<file path="config.mk">
export PLATFORM = sky130hd
export DESIGN_NAME = regset_param_sb
export DESIGN_NICKNAME = d
export VERILOG_FILES = /design/src/rtl/regset_param_sb.sv
export SDC_FILE = /design/constraint.sdc
export NUM_CORES = 1
export LEC_CHECK = 0
export BUFFER_PORTS_ARGS = -buffer_cell sky130_fd_sc_hd__buf_2
export CAP_MARGIN = 20
export CORE_AREA = 4 4 66 68
export CTS_BUF_LIST = sky130_fd_sc_hd__clkbuf_16
export CTS_CLUSTER_DIAMETER = 150
export DETAILED_ROUTE_END_ITERATION = 16
export DIE_AREA = 0 0 70 72
export PLACE_DENSITY = 0.92
export SLEW_MARGIN = 20
export SYNTH_ARGS = -nofsm -noshare
export SYNTH_HDL_FRONTEND = slang
export SYNTH_SLANG_ARGS = --single-unit
export TNS_END_PERCENT = 100
</file>
<file path="constraint.sdc">
create_clock -name clk -period 2.8 [get_ports clk]
set_input_delay 0.56 -clock clk [delete_from_list [all_inputs] [get_ports clk]]
set_output_delay 0.56 -clock clk [all_outputs]
set_load 0.005 [all_outputs]
</file>
<file path="src/rtl/regset_param_sb.sv">
// Parametrised register file: two combinational read ports with write bypass,
// one synchronous write port and a per-register busy scoreboard.
module regset_param_sb #(
    parameter int WIDTH   = 6,
    parameter int ADDR_W  = 3,
    parameter int NREGS   = 5,
    parameter int ZERO_R0 = 0
) (
    input  logic              clk,
    input  logic              rst_n,
    input  logic              we,
    input  logic [ADDR_W-1:0] wr,
    input  logic [WIDTH-1:0]  wrd,
    input  logic [ADDR_W-1:0] ra,
    input  logic [ADDR_W-1:0] rb,
    output logic [WIDTH-1:0]  a,
    output logic [WIDTH-1:0]  b,
    input  logic              iss,
    input  logic [ADDR_W-1:0] iss_rd,
    output logic              rdy_a,
    output logic              rdy_b,
    output logic [NREGS-1:0]  busy
);

    logic [WIDTH-1:0] regs [NREGS];
    logic [NREGS-1:0] busy_q;

    // A hardwired r0 behaves exactly like an unimplemented address.
    function automatic logic reg_ok(input int idx);
        return (idx < NREGS) && !((ZERO_R0 != 0) && (idx == 0));
    endfunction

    logic wr_hit;
    assign wr_hit = we && reg_ok(int'(wr));

    // NOTE: the storage array is reset along with the scoreboard because the
    // consumer expects every register to read 0 straight out of reset.
    always_ff @(posedge clk or negedge rst_n) begin
        if (!rst_n) begin
            for (int i = 0; i < NREGS; i++) regs[i] <= '0;
            busy_q <= '0;
        end else begin
            for (int i = 0; i < NREGS; i++) begin
                if (reg_ok(i)) begin
                    if (wr_hit && int'(wr) == i) regs[i] <= wrd;
                    // A same-cycle issue names a newer producer, so it beats the clear.
                    if (iss && int'(iss_rd) == i)
                        busy_q[i] <= 1'b1;
                    else if (wr_hit && int'(wr) == i)
                        busy_q[i] <= 1'b0;
                end
            end
        end
    end

    // NOTE: every variable below gets a default before the loop so no latch
    // is inferred for addresses that match nothing.
    always_comb begin
        logic [WIDTH-1:0] sa, sb;
        logic             ba, bb;
        sa = '0;
        sb = '0;
        ba = 1'b0;
        bb = 1'b0;
        for (int i = 0; i < NREGS; i++) begin
            if (reg_ok(i) && int'(ra) == i) begin
                sa = regs[i];
                ba = busy_q[i];
            end
            if (reg_ok(i) && int'(rb) == i) begin
                sb = regs[i];
                bb = busy_q[i];
            end
        end
        a     = (wr_hit && wr == ra) ? wrd : sa;
        b     = (wr_hit && wr == rb) ? wrd : sb;
        rdy_a = !ba || (wr_hit && wr == ra);
        rdy_b = !bb || (wr_hit && wr == rb);
    end

    assign busy = busy_q;

endmodule

</file>
**Word level (Yosys, flattened, before mapping)**

Index checks and enable logic that the tools add are counted.

- Word-level logic and storage cells: 87
- Bits of input ports: 22
- Flip-flop bits (word level): 35
- Output and inout port bits: 19

- Mux-type cells: 32
- Equal/unequal tests: 18
- Magnitude comparators: 1
- Reductions and logical operators: 26

Operators with widths:

| cell | count |
|---|---|
| $mux 6 | 12 |
| $eq 3x3->1 const B | 12 |
| $mux 1 | 20 |
| $logic_and 1x1->1 | 13 |
| $eq 3x2->1 const B | 4 |
| $logic_not 3->1 | 4 |
| $reduce_bool 2->1 | 5 |
| $eq 3x3->1 | 2 |
| $lt 3x3->1 const B | 1 |
| $logic_not 1->1 | 2 |
| $logic_or 1x1->1 | 2 |

**Depth between registers and ports, before layout**

Gate-level depths: netlist of run 1.

- Depth after elaboration: 8
- Depth in mapped cells: 6

**Worst setup path after synthesis of run 1**

Ideal clock, no wire load.

- Kind: input-to-output
- Start: input wr[1]
- End: output b[0]
- Stages on the path: 5
- Required time: 2240 ps
- Data arrival time: 1691 ps
- Buffers on the path: 1
- Setup slack: 549 ps
- Cell sequence: buf_6 > o21ai_2 > nand2_2 > nor4_4 > mux2i_1

- Longest elaborated chain between the ends: 4
- Elaborated cells between the ends (all ways): 5
- Classes of those cells: order compare: 1; eq/ne: 1; mux: 1; reduce/logical: 2

RTL lines:

| element | RTL line | text |
|---|---|---|
| start: declaration | 12 | `input logic [ADDR_W-1:0] wr,` |
| $lt 3x3->1 | 30 | `return (idx < NREGS) && !((ZERO_R0 != 0) && (idx == 0));` |
| $logic_and 1x1->1 | 34 | `assign wr_hit = we && reg_ok(int'(wr));` |
| $logic_and 1x1->1 (*) | 76 | `b = (wr_hit && wr == rb) ? wrd : sb;` |
| $mux 6 (*) | 76 |  |
| end: declaration | 17 | `output logic [WIDTH-1:0] b,` |

Mark *: on every way between the ends. The rest lies on a longest branch, timed or not.

**Worst setup path after layout of run 1**

- Start: input ra[1]
- End: output a[4]

- Longest elaborated chain between the ends: 7
- Elaborated cells between the ends (all ways): 13
- Classes of those cells: eq/ne: 5; mux: 6; reduce/logical: 2

RTL lines:

| element | RTL line | text |
|---|---|---|
| start: declaration | 14 | `input logic [ADDR_W-1:0] ra,` |
| $logic_not 3->1 | 66 | `if (reg_ok(i) && int'(ra) == i) begin` |
| $mux 6 (5 in a row) | 66 |  |
| $mux 6 (*) | 75 | `a = (wr_hit && wr == ra) ? wrd : sa;` |
| end: declaration | 16 | `output logic [WIDTH-1:0] a,` |

Marked as above.

==> results of run 1 <==
through the flow:
step,worst slack [ns],utilization
finish,0.313,0.681
global route,0.245,0.681
CTS,0.353,0.681
detailed placement,0.356,0.637
global placement,0.422,0.637
floorplan,0.549,-
kinds of logic (layout without fill, tap and decap cells):
kind of cell	Yosys count	in the layout	share of synthesized area
and+or+nand+nor	62	62	0.168
muxes	50	50	0.248
DFF	35	35	0.400
xor gates and xnor gates	6	6	0.0240
buffers and inverters	22	67	0.0435
AOI/OAI and AO/OA	40	40	0.116
report_power, final:
group / total [mW] / switching [mW] / internal [mW] / leakage [nW]
clock: 0.630 / 0.211 / 0.419 / 0.0818
combinational: 0.385 / 0.188 / 0.197 / 0.699
sequential: 0.702 / 0.0879 / 0.614 / 0.421
how the worst min path moves through the flow:
| stage | from | end |
|---|---|---|
| 2_1_floorplan | rst_n | busy[0]$_DFFE_PN0P_ |
| 3_3_place_gp | regs[11]$_DFFE_PN0P_ | regs[11]$_DFFE_PN0P_ |
| 3_5_place_dp | regs[6]$_DFFE_PN0P_ | regs[6]$_DFFE_PN0P_ |
| 4_1_cts | rst_n | regs[13]$_DFFE_PN0P_ |
| 5_1_grt | rst_n | regs[13]$_DFFE_PN0P_ |
| 6_report | rst_n | regs[13]$_DFFE_PN0P_ |
worst max-delay path, stage by stage:
cell and delay, ns:
buf_2 0.24, nor3b_1 0.43, buf_4 0.21, o2bb2ai_1 0.11, o22ai_1 0.09, mux2i_1 0.15
buf_2 0.14
layout make-up:
| cell class | count | area [sq um] |
|---|---|---|
| multi-input combinational | 158 | 1220 |
| inverter | 11 | 41.3 |
| timing repair buffer | 48 | 260 |
| tap | 50 | 62.6 |
| clock buffer | 5 | 125 |
| fill | 316 | 1230 |
| sequential | 35 | 876 |
| clock inverter | 3 | 42.5 |
layer usage:
metal,GRT usage,up-vias,routed length (microns)
met4,0.100,0,106
met2,0.409,93,2900
met5,0,-,0
met1,0.309,907,2370
met3,0.0665,15,470
li1,-,863,-
flip-flops by register name, summed over array words and instances (netlist names):
register / flops
busy: 5
regs: 30
synth_stat cells, drive strengths merged (4+ instances only):
cell type / instances
o21ai: 13
xor2: 6
clkbuf: 6
o2bb2ai: 5
nand2: 12
nand2b: 4
nor2: 21
and3: 6
buf: 5
mux2: 24
dfrtp: 35
inv: 11
mux2i: 25
o22ai: 19
==> results.cfg, run 1 <==
[logic_synthesis]
synth_top_area_cell = dfrtp_1
synth_area_leaders = dfrtp_1 (40%), mux2_2 (12%), mux2i_1 (11%)
synth_area_sq_um = 2190
synthArstFlopShare = 1.00
synth_edf_count = 0
synth_ff_type = dfrtp_1
synth_cells = 215
yosys_warnings = 0
yosysTopAreaCellShare = 0.400
synth-seq-cells = 35
avgSynthCellArea_sq_um = 10.2
yosysUniqueCellTypes = 33
synth_nets = 237
yosysSeqAreaShare = 0.400

[timing]
finalSetupViolCount = 0
skew_ns = 0
max_clock_freq_mhz = 402
rsz0062_at_grt = false
slew_viol_final = 0
slew_headroom = 0.475
setup_tns_ns = 0
hold_viol = 0
period_needed_ns = 2.49
worstMarginPinSlew_ns = 0.784
holdWs_ns = 0.353
timing.final.crit_share = 0.888

[route]
drc = 0
dr_total_vias = 1878
drt_iter0_markers = 216
ant_nets = 0
wirelength_mm = 5.85
wl_per_cell_microns = 18.9
via_per_inst = 6.06
firstDrtPassIters = 4

[clock_network]
cts_sinks = 35
cts_resized = 0
holdBufCountCts = 0
cts_buffers = 5
post_cts_buffers = 0
cts_tree = done
clkLatencyLatePin_ns = 0.28
root_buffer = clkbuf_16
htreeDepth = 2
clk_path_buf_depth = 2
clk_pin_slew_worst_paths_ns = 0.05

[finish]
final_nets = 281
mostFrequentLayoutCells = buf_2 (40), dfrtp_1 (35), mux2i_1 (25), mux2_2 (24), nor2_1 (21)
layout_commonest_cell = buf_2
final_cell_area_sq_um = 2630
syn_to_final_growth_pct = 20.0
stdcell_count = 310
antenna_cells = 0
final_layout_size_suffix_gt1_frac = 0.346

[global_route]
grt_max_degree = 36
grt-ovfl-total = 0
grtUsageTotal = 0.247
grt_pass1_wl_mm = 9.55
antenna_found_initial = 0
grt_pass1_vias = 1930

[pwr]
power.leakage_nw = 1.20
ir_drop_mv = 0.618
power_mw = 1.72
power_density_nw_per_um2 = 654

[placed_design]
numPlacedInstances = 302
io_buffer_count = 40
place_area_sq_um = 2460
place.gp.congestion = 0.911
dp_hpwl_mm = 4.07

[hold_path]
hold_path_class = input port to asynchronous set/reset pin

[setup_path]
reg2reg_from = regs[14]$_DFFE_PN0P_
regToRegSetupSlack_ns = 2.01
startpoint = ra[1]
critPathMaxFanout = 10
worstSetupPathType = input port to primary output
worstPathRequired_ns = 2.24
crit_end = a[4]
cp-end-kind = primary output
reg2reg_depth = 1
worstSetupStartpointType = input port
cp.arrival_ns = 1.93
r2r_end = regs[14]$_DFFE_PN0P_

[die]
num_rows = 23
ios = 41
die_h_microns = 72
start_util = 0.567
die_area_sq_um = 5040
die_w_microns = 70
coreArea_sq_um = 3860

[job]
maxCapViolCount = 0

[run_status]
status = complete, no violations
No activity file was read; power rests on OpenSTA's default activity.
==> run 2: changes to the inputs <==
--- a/config.mk
+++ b/config.mk
@@ -6,13 +6,12 @@
 export NUM_CORES = 1
 export LEC_CHECK = 0
 export BUFFER_PORTS_ARGS = -buffer_cell sky130_fd_sc_hd__buf_2
-export CAP_MARGIN = 20
-export CORE_AREA = 4 4 66 68
+export CORE_AREA = 4 4 72 74
 export CTS_BUF_LIST = sky130_fd_sc_hd__clkbuf_16
 export CTS_CLUSTER_DIAMETER = 150
 export DETAILED_ROUTE_END_ITERATION = 16
-export DIE_AREA = 0 0 70 72
-export PLACE_DENSITY = 0.92
+export DIE_AREA = 0 0 76 78
+export PLACE_DENSITY = 0.82
 export SLEW_MARGIN = 20
 export SYNTH_ARGS = -nofsm -noshare
 export SYNTH_HDL_FRONTEND = slang
==> constraint.sdc (replaced) <==
create_clock -name clk -period 2.11 [get_ports clk]
set_input_delay 0.1055 -clock clk [delete_from_list [all_inputs] [get_ports clk]]
set_output_delay 0.1055 -clock clk [all_outputs]
set_load 0.005 [all_outputs]
==> results.cfg, run 2 (same netlist as run 1, synthesis figures left out) <==
[timing]
slew_headroom = 0.476
finalSetupViolCount = 0
rsz0062_at_grt = false
period_needed_ns = 1.79
skew_ns = 0
worstMarginPinSlew_ns = 0.785
hold_viol = 0
max_clock_freq_mhz = 557
timing.final.crit_share = 0.851
setup_tns_ns = 0
slew_viol_final = 0

[finish]
final_layout_size_suffix_gt1_frac = 0.351
largest_register = regs
final_cell_area_sq_um = 2620
syn_to_final_growth_pct = 19.7
stdcell_count = 316
final_nets = 283
seq_area_sq_um = 876
mostFrequentLayoutCells = buf_2 (40), dfrtp_1 (35), mux2i_1 (25), mux2_2 (24), nor2_1 (21)
largest_reg_flops = 30
antenna_cells = 0
layout_commonest_cell = buf_2
fillers = 400
multi_input_area_sq_um = 1220

[placed_design]
io_buffer_count = 40
dp_hpwl_mm = 3.94
place_area_sq_um = 2470
place.gp.congestion = 0.897
numPlacedInstances = 307

[setup_path]
critPathMaxFanout = 16
worstSetupStartpointType = input port
cp-end-kind = primary output
worstSetupPathType = input port to primary output
cp.arrival_ns = 1.69
worstPathRequired_ns = 2.00

[route]
drt_iter0_markers = 187
via_per_inst = 5.95
dr_total_vias = 1879
ant_nets = 0
firstDrtPassIters = 4
drc = 0
wirelength_mm = 5.64
wl_per_cell_microns = 17.8

[die]
die_area_sq_um = 5930
num_rows = 25
start_util = 0.476
ios = 41
die_h_microns = 78
die_w_microns = 76
coreArea_sq_um = 4600

[pwr]
power_density_nw_per_um2 = 816
ir_drop_mv = 0.362
power.leakage_nw = 1.20
power_mw = 2.14

[clock_network]
clk_pin_slew_worst_paths_ns = 0.05
cts_sinks = 35
post_cts_buffers = 0
clk_path_buf_depth = 2
cts_buffers = 5
root_buffer = clkbuf_16
cts_tree = done
clkLatencyLatePin_ns = 0.27
htreeDepth = 2

[global_route]
grt-ovfl-total = 0
grt_pass1_wl_mm = 9.52
grt_max_degree = 36
grt_pass1_vias = 1829
antenna_found_initial = 0
grtUsageTotal = 0.201

[run_status]
status = complete, no violations

[hold_path]
hold_path_class = input port to register

[job]
maxCapViolCount = 0
[run 2: cell count changes in the layout (fill, tap and decap cells not counted)]
| cell | previous run | this run |
|---|---|---|
| inv_6 | 1 | 0 |
| clkinv_1 | 1 | 0 |
| clkinv_2 | 0 | 3 |
| dlygate4sd3_1 | 0 | 1 |
| bufinv_16 | 1 | 0 |
| buf_4 | 8 | 9 |
[run 2: layer usage]
metal	wire length, microns	vias up	track usage
li1	-	875	-
met1	2560	919	0.288
met2	2530	73	0.289
met4	102	0	0.0783
met5	0	-	0
met3	443	12	0.0522
[run 2: final cells by class]
type,count,share of cell area
timing repair buffer,50,0.106
tap,54,0.0258
clock buffer,5,0.0478
multi-input combinational,158,0.465
clock inverter,3,0.00573
inverter,11,0.0158
sequential,35,0.334
[run 2: stage by stage]
stage | setup slack, ns | util | hold slack, ns
floorplan | 0.768 | - | -0.190
global placement | 0.393 | 0.537 | 0.221
detailed placement | 0.360 | 0.537 | 0.230
CTS | 0.349 | 0.570 | 0.0987
global route | 0.263 | 0.570 | 0.118
finish | 0.315 | 0.570 | 0.102
[run 2: path summary, 6_finish.rpt]
kind	cells past startpoint	slack (ns)	from	to
max reg2reg	1	1.33	regs[1]$_DFFE_PN0P_	regs[1]$_DFFE_PN0P_
min reg2reg	2	0.52	regs[6]$_DFFE_PN0P_	regs[6]$_DFFE_PN0P_
min	3	0.10	iss_rd[2]	busy[4]$_DFFE_PN0P_
max	6	0.32	rb[1]	b[1]
max in group asynchronous	2	1.16	rst_n	regs[27]$_DFFE_PN0P_
min in group asynchronous	2	0.44	rst_n	busy[1]$_DFFE_PN0P_
[run 2: report_power, final]
group	switching, mW	internal (mW)
Sequential	0.122	0.815
Clock	0.267	0.430
Combinational	0.242	0.262
Total	0.631	1.51
[run 2: critical path, cell delays in order]
cell     delay [ns]
buf_2          0.32
xor2_1         0.17
nor4_4         0.54
buf_4          0.24
mux2i_1        0.18
buf_2          0.13
[run 2: what timing repair did]
| action | CTS | global route |
|---|---|---|
| endpoints found under the hold margin | 35 | 0 |
| hold buffers | 1 | 0 |
| resized for setup | 0 | 0 |
==> run 3: changes to the inputs <==
--- a/config.mk
+++ b/config.mk
@@ -11,8 +11,7 @@
 export CTS_CLUSTER_DIAMETER = 150
 export DETAILED_ROUTE_END_ITERATION = 16
 export DIE_AREA = 0 0 76 78
-export PLACE_DENSITY = 0.82
-export SLEW_MARGIN = 20
+export PLACE_DENSITY = 0.79
 export SYNTH_ARGS = -nofsm -noshare
 export SYNTH_HDL_FRONTEND = slang
 export SYNTH_SLANG_ARGS = --single-unit
==> results.cfg, run 3 (same netlist as run 1, synthesis figures left out) <==
[timing]
rsz0062_at_grt = false
slew_headroom = 0.468
slew_viol_final = 0
skew_ns = 0
worstMarginPinSlew_ns = 0.798
finalSetupViolCount = 0
hold_viol = 0
max_clock_freq_mhz = 554
setup_tns_ns = 0
period_needed_ns = 1.81
timing.final.crit_share = 0.856

[finish]
seq_area_sq_um = 876
final_nets = 283
final_layout_size_suffix_gt1_frac = 0.342
largest_register = regs
largest_reg_flops = 30
multi_input_area_sq_um = 1220
stdcell_count = 314
fillers = 419
layout_commonest_cell = buf_2
mostFrequentLayoutCells = buf_2 (40), dfrtp_1 (35), mux2i_1 (25), mux2_2 (24), nor2_1 (21)
syn_to_final_growth_pct = 19.2
antenna_cells = 0

[die]
start_util = 0.476
num_rows = 25
die_area_sq_um = 5930
die_w_microns = 76
ios = 41
coreArea_sq_um = 4600
die_h_microns = 78

[setup_path]
worstSetupStartpointType = input port
worstPathRequired_ns = 2.00
worstSetupPathType = input port to primary output
cp-end-kind = primary output
cp.arrival_ns = 1.70
critPathMaxFanout = 16
reg2reg_depth = 1

[clock_network]
clkLatencyLatePin_ns = 0.28
htreeDepth = 2
cts_buffers = 5
holdBufCountCts = 1
root_buffer = clkbuf_16
clk_pin_slew_worst_paths_ns = 0.05
post_cts_buffers = 0
cts_sinks = 35
cts_tree = done
cts_resized = 0
clk_path_buf_depth = 2

[placed_design]
dp_hpwl_mm = 4.01
numPlacedInstances = 307
io_buffer_count = 40
place.gp.congestion = 0.937

[route]
drc = 0
via_per_inst = 6.04
drt_iter0_markers = 131
dr_total_vias = 1895
ant_nets = 0
firstDrtPassIters = 4
wirelength_mm = 5.77
wl_per_cell_microns = 18.4

[pwr]
ir_drop_mv = 0.368
power.leakage_nw = 1.20
power_mw = 2.11
power_density_nw_per_um2 = 809

[global_route]
antenna_found_initial = 0
grtUsageTotal = 0.203
grt_max_degree = 36
grt_pass1_vias = 1910
grt_pass1_wl_mm = 9.56
grt-ovfl-total = 0

[hold_path]
hold_path_class = input port to register
holdPathStages = 3

[run_status]
status = complete, no violations

[job]
maxCapViolCount = 0
## run 3: cell count changes in the layout (fill, tap and decap cells not counted)
cell      before  now
clkinv_2       3    0
inv_1         11   12
## run 3: final cells by class
type	instances	area share
Tap cell	54	0.0259
Sequential cell	35	0.336
Inverter	11	0.0158
Clock buffer	5	0.0480
Clock inverter	1	0.00144
Timing Repair Buffer	50	0.106
Multi-Input combinational cell	158	0.467
## run 3: critical path, stage by stage
cell     delay (ns)
buf_2          0.31
xor2_1         0.16
nor4_4         0.58
buf_4          0.24
mux2i_1        0.17
buf_2          0.13
## run 3: routing by layer
layer / vias up / global-route usage / part of all wire
li1: 869 / - / -
met1: 913 / 0.262 / 0.43
met2: 98 / 0.301 / 0.45
met3: 15 / 0.0626 / 0.097
met4: 0 / 0.110 / 0.023
met5: - / 0 / 0
## run 3: power breakdown
group / internal (mW) / total (mW) / switching [mW]
logic: 0.262 / 0.504 / 0.242
registers: 0.816 / 0.936 / 0.121
clock network: 0.419 / 0.671 / 0.252
total: 1.50 / 2.11 / 0.615
## run 3: final timing paths
check | start | to | slack (ns)
max in group asynchronous | rst_n | regs[25]$_DFFE_PN0P_ | 1.14
setup reg to reg | regs[12]$_DFFE_PN0P_ | regs[12]$_DFFE_PN0P_ | 1.32
setup / recovery | rb[1] | b[1] | 0.30
hold reg to reg | regs[6]$_DFFE_PN0P_ | regs[6]$_DFFE_PN0P_ | 0.50
min in group asynchronous | rst_n | busy[3]$_DFFE_PN0P_ | 0.45
hold / removal | iss_rd[1] | busy[2]$_DFFE_PN0P_ | 0.11
## run 3: stage by stage
step                cell area [sq um]   util  setup WS [ns]  hold WS, ns
global route                     2610  0.567          0.186        0.124
global placement                 2470  0.537          0.396        0.222
CTS                              2610  0.567          0.346        0.112
detailed placement               2470  0.537          0.359        0.236
finish                           2610  0.567          0.304        0.107
floorplan                        2190      -          0.768       -0.190
